## config.mk

```make
export PLATFORM = sky130hd
export DESIGN_NAME = down_timer
export DESIGN_NICKNAME = d
export VERILOG_FILES = /design/src/rtl/down_timer.sv
export SDC_FILE = /design/constraint.sdc
export NUM_CORES = 1
export LEC_CHECK = 0
export CELL_PAD_IN_SITES_DETAIL_PLACEMENT = 0
export CELL_PAD_IN_SITES_GLOBAL_PLACEMENT = 1
export CORE_UTILIZATION = 43
export CTS_CLUSTER_SIZE = 14
export DETAILED_ROUTE_END_ITERATION = 10
export PLACE_DENSITY = 0.86
export SLEW_MARGIN = 20
export SYNTH_ARGS = -nofsm -noshare
export SYNTH_HDL_FRONTEND = slang
export SYNTH_SLANG_ARGS = --single-unit
```

## constraint.sdc

```tcl
create_clock -name clk -period 2.95 [get_ports clk]
set_clock_uncertainty 0.05 [all_clocks]
set_input_delay 0.885 -clock clk [delete_from_list [all_inputs] [get_ports clk]]
set_output_delay 0.885 -clock clk [all_outputs]
set_load 0.01 [all_outputs]
```

## src/rtl/down_timer.sv

```systemverilog
// Programmable down-counting timer: LOAD/CTRL/STATUS written from the store path, COUNT counts prescaled ticks to zero.
// Define DOWN_TIMER_IRQ_PULSE_EN for a one-cycle registered irq pulse per expire instead of a level irq.
module down_timer #(
  parameter int WIDTH   = 32,
  parameter int PRESC_W = 8
) (
  input  logic             clk,
  input  logic             reset,
  input  logic             wr_en,
  input  logic [1:0]       wr_addr,
  input  logic [WIDTH-1:0] data_mem,
  input  logic [1:0]       rd_addr,
  output logic [WIDTH-1:0] rd_data,
  output logic             irq
);

  typedef enum logic [1:0] {IDLE, RUN, DONE} state_t;

  localparam logic [1:0] A_LOAD   = 2'd0;
  localparam logic [1:0] A_CTRL   = 2'd1;
  localparam logic [1:0] A_COUNT  = 2'd2;
  localparam logic [1:0] A_STATUS = 2'd3;

  state_t             state_q, state_d;
  logic [WIDTH-1:0]   load_q, count_q;
  logic               en_q, ar_q, ie_q, expired_q;
  logic [PRESC_W-1:0] presc_q, presc_cnt_q;

  logic load_wr, ctrl_wr, status_wr;
  logic running, start, stop, tick, expire;

  assign load_wr   = wr_en && (wr_addr == A_LOAD);
  assign ctrl_wr   = wr_en && (wr_addr == A_CTRL);
  assign status_wr = wr_en && (wr_addr == A_STATUS);

  assign running = (state_q == RUN);
  assign start   = ctrl_wr &&  data_mem[0] && !running;
  // A disable landing on a tick edge suppresses that tick entirely.
  assign stop    = ctrl_wr && !data_mem[0] &&  running;
  assign tick    = running && !stop && (presc_cnt_q == presc_q);
  assign expire  = tick && (count_q == '0);

  always_ff @(posedge clk or negedge reset) begin
    if (!reset) state_q <= IDLE;
    else        state_q <= state_d;
  end

  always_comb begin
    // NOTE: default first so every path assigns state_d and no latch is inferred.
    state_d = state_q;
    unique case (state_q)
      IDLE, DONE: if (start) state_d = RUN;
      RUN: begin
        if (stop)                 state_d = IDLE;
        else if (expire && !ar_q) state_d = DONE;
      end
      default: state_d = IDLE;
    endcase
  end

  // NOTE: sequential state uses non-blocking assignments; a later assignment in the block takes priority.
  always_ff @(posedge clk or negedge reset) begin
    if (!reset) begin
      load_q      <= '0;
      count_q     <= '0;
      en_q        <= 1'b0;
      ar_q        <= 1'b0;
      ie_q        <= 1'b0;
      presc_q     <= '0;
      presc_cnt_q <= '0;
      expired_q   <= 1'b0;
    end else begin
      if (load_wr) load_q <= data_mem;

      // While running, LOAD only reaches COUNT through a reload, using the value held before this edge.
      if (running) begin
        if (tick) begin
          if (count_q != '0) count_q <= count_q - WIDTH'(1);
          else if (ar_q)     count_q <= load_q;
        end
      end else if (load_wr) begin
        count_q <= data_mem;
      end else if (start && (state_q == DONE)) begin
        count_q <= load_q;
      end

      if (start || tick)        presc_cnt_q <= '0;
      else if (running && !stop) presc_cnt_q <= presc_cnt_q + PRESC_W'(1);

      if (ctrl_wr) begin
        en_q    <= data_mem[0];
        ar_q    <= data_mem[1];
        ie_q    <= data_mem[2];
        presc_q <= data_mem[8 +: PRESC_W];
      end
      if (expire && !ar_q) en_q <= 1'b0;

      // Expire beats a simultaneous software clear.
      if (expire)                         expired_q <= 1'b1;
      else if (status_wr && data_mem[0])  expired_q <= 1'b0;
    end
  end

`ifdef DOWN_TIMER_IRQ_PULSE_EN
  logic irq_q;
  always_ff @(posedge clk or negedge reset) begin
    if (!reset) irq_q <= 1'b0;
    else        irq_q <= expire && ie_q;
  end
`endif

  always_comb begin
    rd_data = '0;
    unique case (rd_addr)
      A_LOAD:  rd_data = load_q;
      A_CTRL: begin
        rd_data[0]             = en_q;
        rd_data[1]             = ar_q;
        rd_data[2]             = ie_q;
        rd_data[8 +: PRESC_W]  = presc_q;
      end
      A_COUNT:  rd_data = count_q;
      A_STATUS: rd_data[0] = expired_q;
      default:  rd_data = '0;
    endcase
`ifdef DOWN_TIMER_IRQ_PULSE_EN
    irq = irq_q;
`else
    irq = expired_q && ie_q;
`endif
  end

endmodule

```

==> flow_summary_export.csv, run 1 <==
group,metric,value,unit
outcome,status,"finished clean",
synth,postSynthAreaPerCell,9.05,um^2
global_route,grt_overflow,0,
synth,synth_edf_count,0,
setup_path,rrSetupSlack,0.23,ns
synth,yosys_warnings,0,
final_layout,drive_gt1_share,14.5,%
sta,min_period,2.80,ns
placement,dpl.cell_count,827,
synth,postSynthCellCount,601,
route,dr.pass1.iters,5,
route,ant_nets,0,
floorplan,initial_core_util,44.7,%
clock_network,clkLatencyLatePin,0.34,ns
synth,ys_seq_area_share,39.6,%
global_route,antenna_found_initial,0,
synth,synth.area.top_cells,"dfrtp_1 40%, mux2i_1 6.4%, mux2_2 5.8%",
clock_network,cts-root-buf,"clkbuf_16",
placement,placed_cell_area,0.00648,mm^2
setup_path,cp.required,2.02,ns
sta,hold_violations,0,
global_route,grt_pass1_wl,25100,um
clock_network,clk_pin_slew_worst_paths,0.06,ns
clock_network,htree_levels,3,
route,vias,4831,
final_layout,layout.cells.non_filler,842,
placement,dp_hpwl,10900,um
sta,setup_ws,0.149,ns
synth,synth_nets,643,
floorplan,die_h,114,um
route,vias_per_cell,5.74,
sta,fmax,357,MHz
synth,synth_commonest_cells,"86 x dfrtp_1, 73 x nor2_1, 72 x nand2_1",
synth,synth_top_area_share,39.6,%
synth,synth_area,0.00544,mm^2
clock_network,cts_tree,"built",
synth,ys_dominant_reg_cell,"dfrtp_1",
route,wl_per_cell,18.1,um
job,cap_violations,0,
min_path,holdCritPathClass,"input pin to asynchronous set/reset pin",
placement,gp_congestion,0.872,
power_and_ir_drop,peakVddDrop,0.272,mV
synth,yosysMostFrequentCell,"dfrtp_1",
floorplan,dieArea,0.0131,mm^2
synth,synth.distinct_cells,65,
power_and_ir_drop,p_leak,2.92,nW
setup_path,reg2reg_depth,9,
setup_path,end_kind,"output port",
final_layout,regArea,0.00215,mm^2
sta,post-route-period-util,95.0,%
synth,yosysTopAreaCell,"dfrtp_1",
final_layout,fillerInstances,1111,
setup_path,worstPathArrival,1.87,ns
global_route,track_usage,24.7,%
final_layout,antenna_cells,0,
synth,synthArstFlopShare,100,%
setup_path,path_buf_inv,4,
floorplan,dieWidth,114,um
global_route,grt_pass1_vias,4791,
power_and_ir_drop,p_per_area,720,mW/mm^2
setup_path,rr_endpoint,"count_q[28]$_DFFE_PN0P_",
synth,synth-seq-cells,86,
sta,rsz0062_at_grt,"no",
sta,slew_headroom,61.8,%
clock_network,clock-sinks,86,
clock_network,hold_buffers,0,
placement,dp_slack,-0.469,ns
final_layout,multi_input_area,0.00304,mm^2
floorplan,core_area,0.0122,mm^2
route,drcViolationCount,0,
setup_path,crit_fanout,10,
route,drt-total-wl,15300,um
setup_path,cp_slowest_cell,"dlygate4sd2_1",
floorplan,pin_count,72,
sta,final-setup-viol-count,0,
setup_path,critPathTopFamily,"buffers and inverters",
floorplan,row_count,40,
setup_path,slowest_delay,0.28,ns
final_layout,area_delta_synth_final,23.2,%
sta,drv_slew,0,
route,drt_iter0_markers,299,
final_layout,fin_area,0.00670,mm^2
setup_path,crit_top_cell,"buf_4",
setup_path,crit_type,"input pin to output port",
final_layout,nets,712,
sta,fin_tns_setup,0,ns
setup_path,path_cells,"clkdlybuf4s15_2 -> buf_4 -> buf_4 -> nor2_1 -> dlygate4sd2_1",
clock_network,cts_max_path_buffers,2,
placement,portBuffers,71,
power_and_ir_drop,total_power,4.83,mW
clock_network,cts_buffers,9,
sta,worstMarginPinSlew,0.570,ns
setup_path,r2r-start,"count_q[1]$_DFFE_PN0P_",
global_route,grt_max_degree,54,
setup_path,cp-start-kind,"input pin",
layer usage:
layer	vias to the layer above	share of wire (%)	global-route usage, %
li1	2304	-	-
met1	2339	44	32.5
met2	161	49	41.3
met3	27	5.3	3.71
met4	0	2.2	8.92
met5	-	0	0
worst max path at each step:
stage | from | end | slack, ns | cells after the start
after floorplan | rd_addr[0] | rd_data[16] | 0.04 | 4
after global placement | rd_addr[0] | rd_data[9] | -0.45 | 6
after detailed placement | rd_addr[0] | rd_data[1] | -0.47 | 6
after CTS | rd_addr[0] | rd_data[6] | 0.14 | 5
after global routing | count_q[1]$_DFFE_PN0P_ | count_q[3]$_DFFE_PN0P_ | 0.0009 | 9
final | rd_addr[0] | rd_data[6] | 0.15 | 5
registers in the layout, summed over array words and instances, names as in the netlist, 2 cells and up:
signal and count:
presc_q 8, presc_cnt_q 8, count_q 32, state_q 2, load_q 32
report_power, final:
| part | leakage [nW] | internal (mW) | switching (mW) |
|---|---|---|---|
| logic | 1.77 | 0.824 | 0.866 |
| registers | 1.03 | 1.54 | 0.572 |
| clock network | 0.128 | 0.560 | 0.461 |
cell type report:
| type | count | area share (%) |
|---|---|---|
| clock inverter | 5 | 0.411 |
| sequential | 86 | 32.1 |
| timing repair buffer | 104 | 15.1 |
| multi-input combinational | 461 | 45.4 |
| tap | 168 | 3.14 |
| clock buffer | 10 | 3.42 |
| inverter | 8 | 0.448 |
worst register-to-register path: stages (launching register included):
cell and delay [ns]:
dfrtp_1 0.43, inv_1 0.12, ha_1 0.15, nor4b_1 0.42, nand4_2 0.32, nor4_4 0.32
o21a_4 0.39, buf_4 0.23, a21oi_1 0.05, a21oi_1 0.17
timing repair:
action,in CTS,in global routing
setup buffers,0,0
setup endpoints to repair,32,0
resized for setup,37,0
stage by stage:
| step | utilization, % | hold slack [ns] |
|---|---|---|
| after floorplan | - | 0.403 |
| after global placement | 53.3 | 0.447 |
| after detailed placement | 53.3 | 0.445 |
| after CTS | 55.1 | 0.459 |
| after global routing | 55.1 | 0.487 |
| final | 55.1 | 0.443 |
cells in the final DEF (no fill, tap or decap), types with 4 or more instances in the layout:
cell / instances
a21oi_1: 53
a31oi_1: 5
and3_1: 5
buf_12: 8
buf_4: 27
clkbuf_16: 9
clkdlybuf4s50_1: 36
clkinv_2: 4
dfrtp_1: 86
dlygate4sd2_1: 32
inv_1: 8
mux2_2: 28
mux2i_1: 35
nand2_1: 72
nand2b_1: 4
nand3_1: 16
nand4_1: 7
nor2_1: 73
nor3_1: 15
nor4_1: 5
o211ai_1: 14
o21a_1: 4
o21ai_0: 21
o2bb2ai_1: 4
o31a_1: 4
o31ai_1: 4
o32a_1: 4
or4_1: 4
xnor2_1: 7
xor2_1: 18
cell families (layout without fill, tap and decap cells):
logic type | after synthesis | after routing | share of synthesized area [%]
XOR/XNOR | 25 | 25 | 4.02
adder cells (fa/ha/maj) | 3 | 3 | 0.690
multiplexers | 64 | 64 | 12.6
AO/OA/AOI/OAI | 139 | 139 | 17.0
buffers and inverters | 54 | 127 | 4.76
AND/OR/NAND/NOR | 230 | 230 | 21.3
flip-flops | 86 | 86 | 39.6
Power figures use the tool's default switching activity.
==> inputs of run 2 (changes only) <==
==> config.mk (replaced) <==
export PLATFORM = sky130hd
export DESIGN_NAME = down_timer
export DESIGN_NICKNAME = d
export VERILOG_FILES = /design/src/rtl/down_timer.sv
export SDC_FILE = /design/constraint.sdc
export NUM_CORES = 1
export LEC_CHECK = 0
export CORE_UTILIZATION = 45
export CTS_CLUSTER_SIZE = 14
export DETAILED_ROUTE_END_ITERATION = 10
export PLACE_DENSITY = 0.72
export SLEW_MARGIN = 20
export SYNTH_ARGS = -nofsm -noshare
export SYNTH_HDL_FRONTEND = slang
export SYNTH_SLANG_ARGS = --single-unit
==> flow_summary_export.csv, run 2 (synthesis results as in run 1) <==
group,metric,value,unit
floorplan,dieArea,0.0125,mm^2
final_layout,largest_registers,"count_q (32), load_q (32)",
setup_path,end_kind,"output port",
floorplan,row_count,39,
sta,post-route-period-util,95.9,%
final_layout,layout_common_cells,"86 x dfrtp_1, 73 x nor2_1, 72 x nand2_1",
setup_path,worstPathArrival,1.89,ns
final_layout,area_delta_synth_final,24.8,%
floorplan,core_area,0.0116,mm^2
clock_network,cts-root-buf,"clkbuf_16",
power_and_ir_drop,pwr-share-seq,42.6,%
global_route,grt_pass1_vias,4845,
power_and_ir_drop,p_comb_share,34.4,%
power_and_ir_drop,peakVddDrop,0.374,mV
floorplan,dieWidth,112,um
power_and_ir_drop,total_power,4.98,mW
route,dr.pass1.iters,8,
sta,slew_headroom,47.4,%
clock_network,htree_levels,3,
route,drcViolationCount,5,
final_layout,final_common_cell,"dfrtp_1",
setup_path,rr_endpoint,"count_q[12]$_DFFE_PN0P_",
sta,final-setup-viol-count,0,
global_route,grt_overflow,0,
setup_path,rrSetupSlack,0.26,ns
final_layout,drive_gt1_share,15.4,%
clock_network,clkLatencyLatePin,0.34,ns
sta,worstMarginPinSlew,0.787,ns
placement,gp_congestion,0.885,
global_route,antenna_found_initial,0,
setup_path,cp-start-kind,"input pin",
clock_network,cts_buffers,9,
route,vias,4868,
outcome,status,"finished with violations",
power_and_ir_drop,switching_share,38.8,%
sta,rsz0062_at_grt,"no",
min_path,holdCritPathClass,"input pin to asynchronous set/reset pin",
sta,fmax,354,MHz
route,wl_per_cell,18.6,um
route,ant_nets,0,
clock_network,clock-sinks,86,
global_route,track_usage,25.0,%
power_and_ir_drop,p_leak,3.05,nW
route,vias_per_cell,5.94,
sta,drv_slew,0,
clock_network,cts_max_path_buffers,2,
setup_path,cp.required,2.02,ns
floorplan,initial_core_util,46.8,%
power_and_ir_drop,p_sw,1.93,mW
setup_path,reg2reg_depth,9,
clock_network,cts_tree,"built",
setup_path,r2r-start,"count_q[1]$_DFFE_PN0P_",
placement,dp_hpwl,10900,um
route,drt-total-wl,15200,um
outcome,violations,"design-rule violations",
power_and_ir_drop,p_clk_share,23.0,%
global_route,grt_max_degree,37,
floorplan,pin_count,72,
sta,fin_tns_setup,0,ns
route,drt_iter0_markers,404,
sta,min_period,2.83,ns
setup_path,crit_type,"input pin to output port",
job,cap_violations,0,
setup_path,crit_fanout,11,
sta,hold_violations,0,
global_route,grt_pass1_wl,25100,um
setup_path,cp-startpoint,"rd_addr[1]",
placement,portBuffers,71,
final_layout,antenna_cells,0,
final_layout,nets,713,
power_and_ir_drop,intPower,3.05,mW
power_and_ir_drop,p_per_area,734,mW/mm^2
floorplan,die_h,112,um
clock_network,clk_pin_slew_worst_paths,0.07,ns
[run 2: cell type report]
| type | count | area, um^2 |
|---|---|---|
| flip-flops and latches | 86 | 2150 |
| clock inverters | 7 | 72.6 |
| multi-input cells | 461 | 3070 |
| inverters | 8 | 30.0 |
| well taps | 143 | 179 |
| repair buffers | 105 | 1060 |
| clock buffers | 9 | 225 |
| fillers | 1011 | 4820 |
[run 2: worst max path at each step]
stage                   to  slack, ns  depth (start not counted)
2_1_floorplan  rd_data[16]       0.04                          4
3_3_place_gp   rd_data[10]      -0.59                          6
3_5_place_dp    rd_data[1]      -0.64                          6
4_1_cts         rd_data[3]      0.001                          5
5_1_grt        rd_data[31]       0.06                          5
6_report       rd_data[30]       0.12                          6
[run 2: stage by stage]
step	setup WS (ns)	cells	utilization, %	hold slack (ns)	area [um^2]
after floorplan	0.0397	601	-	0.403	5440
after global placement	-0.588	800	55.3	0.438	6420
after detailed placement	-0.641	800	55.4	0.458	6430
after CTS	0.00141	819	58.3	0.438	6770
after global routing	0.0574	819	58.5	0.447	6790
final	0.122	819	58.5	0.425	6790
[run 2: worst max-delay path, cell delays in order]
cell and delay, ns:
buf_4 0.15, buf_12 0.17, buf_4 0.14, mux2i_4 0.22, nor2_1 0.05, dlygate4sd2_1 0.28
[run 2: power groups by stage]
stage / Clock, mW / Sequential, mW / Combinational (mW)
floorplan: 0 / 1.86 / 1.31
detailed placement: 0 / 2.12 / 1.74
global route: 1.21 / 2.18 / 1.89
global placement: 0 / 2.10 / 1.69
finish: 1.14 / 2.12 / 1.71
CTS: 1.16 / 2.11 / 1.73
[run 2: repair_timing]
action                                 CTS  global route
hold buffers                             0             0
setup buffers                            2             0
endpoints found under the hold margin    0             0
cloned                                   1             0
resized for setup                       34             9
setup endpoints to repair               32             9
[run 2: layer usage]
metal | vias to the layer above | part of all wire (%) | global-route usage, % | wire length [um]
li1 | 2305 | - | - | -
met1 | 2404 | 46 | 34.6 | 6920
met2 | 143 | 48 | 41.9 | 7290
met3 | 16 | 5.2 | 2.45 | 790
met4 | 0 | 1.4 | 6.93 | 207
met5 | - | 0 | 0 | 0
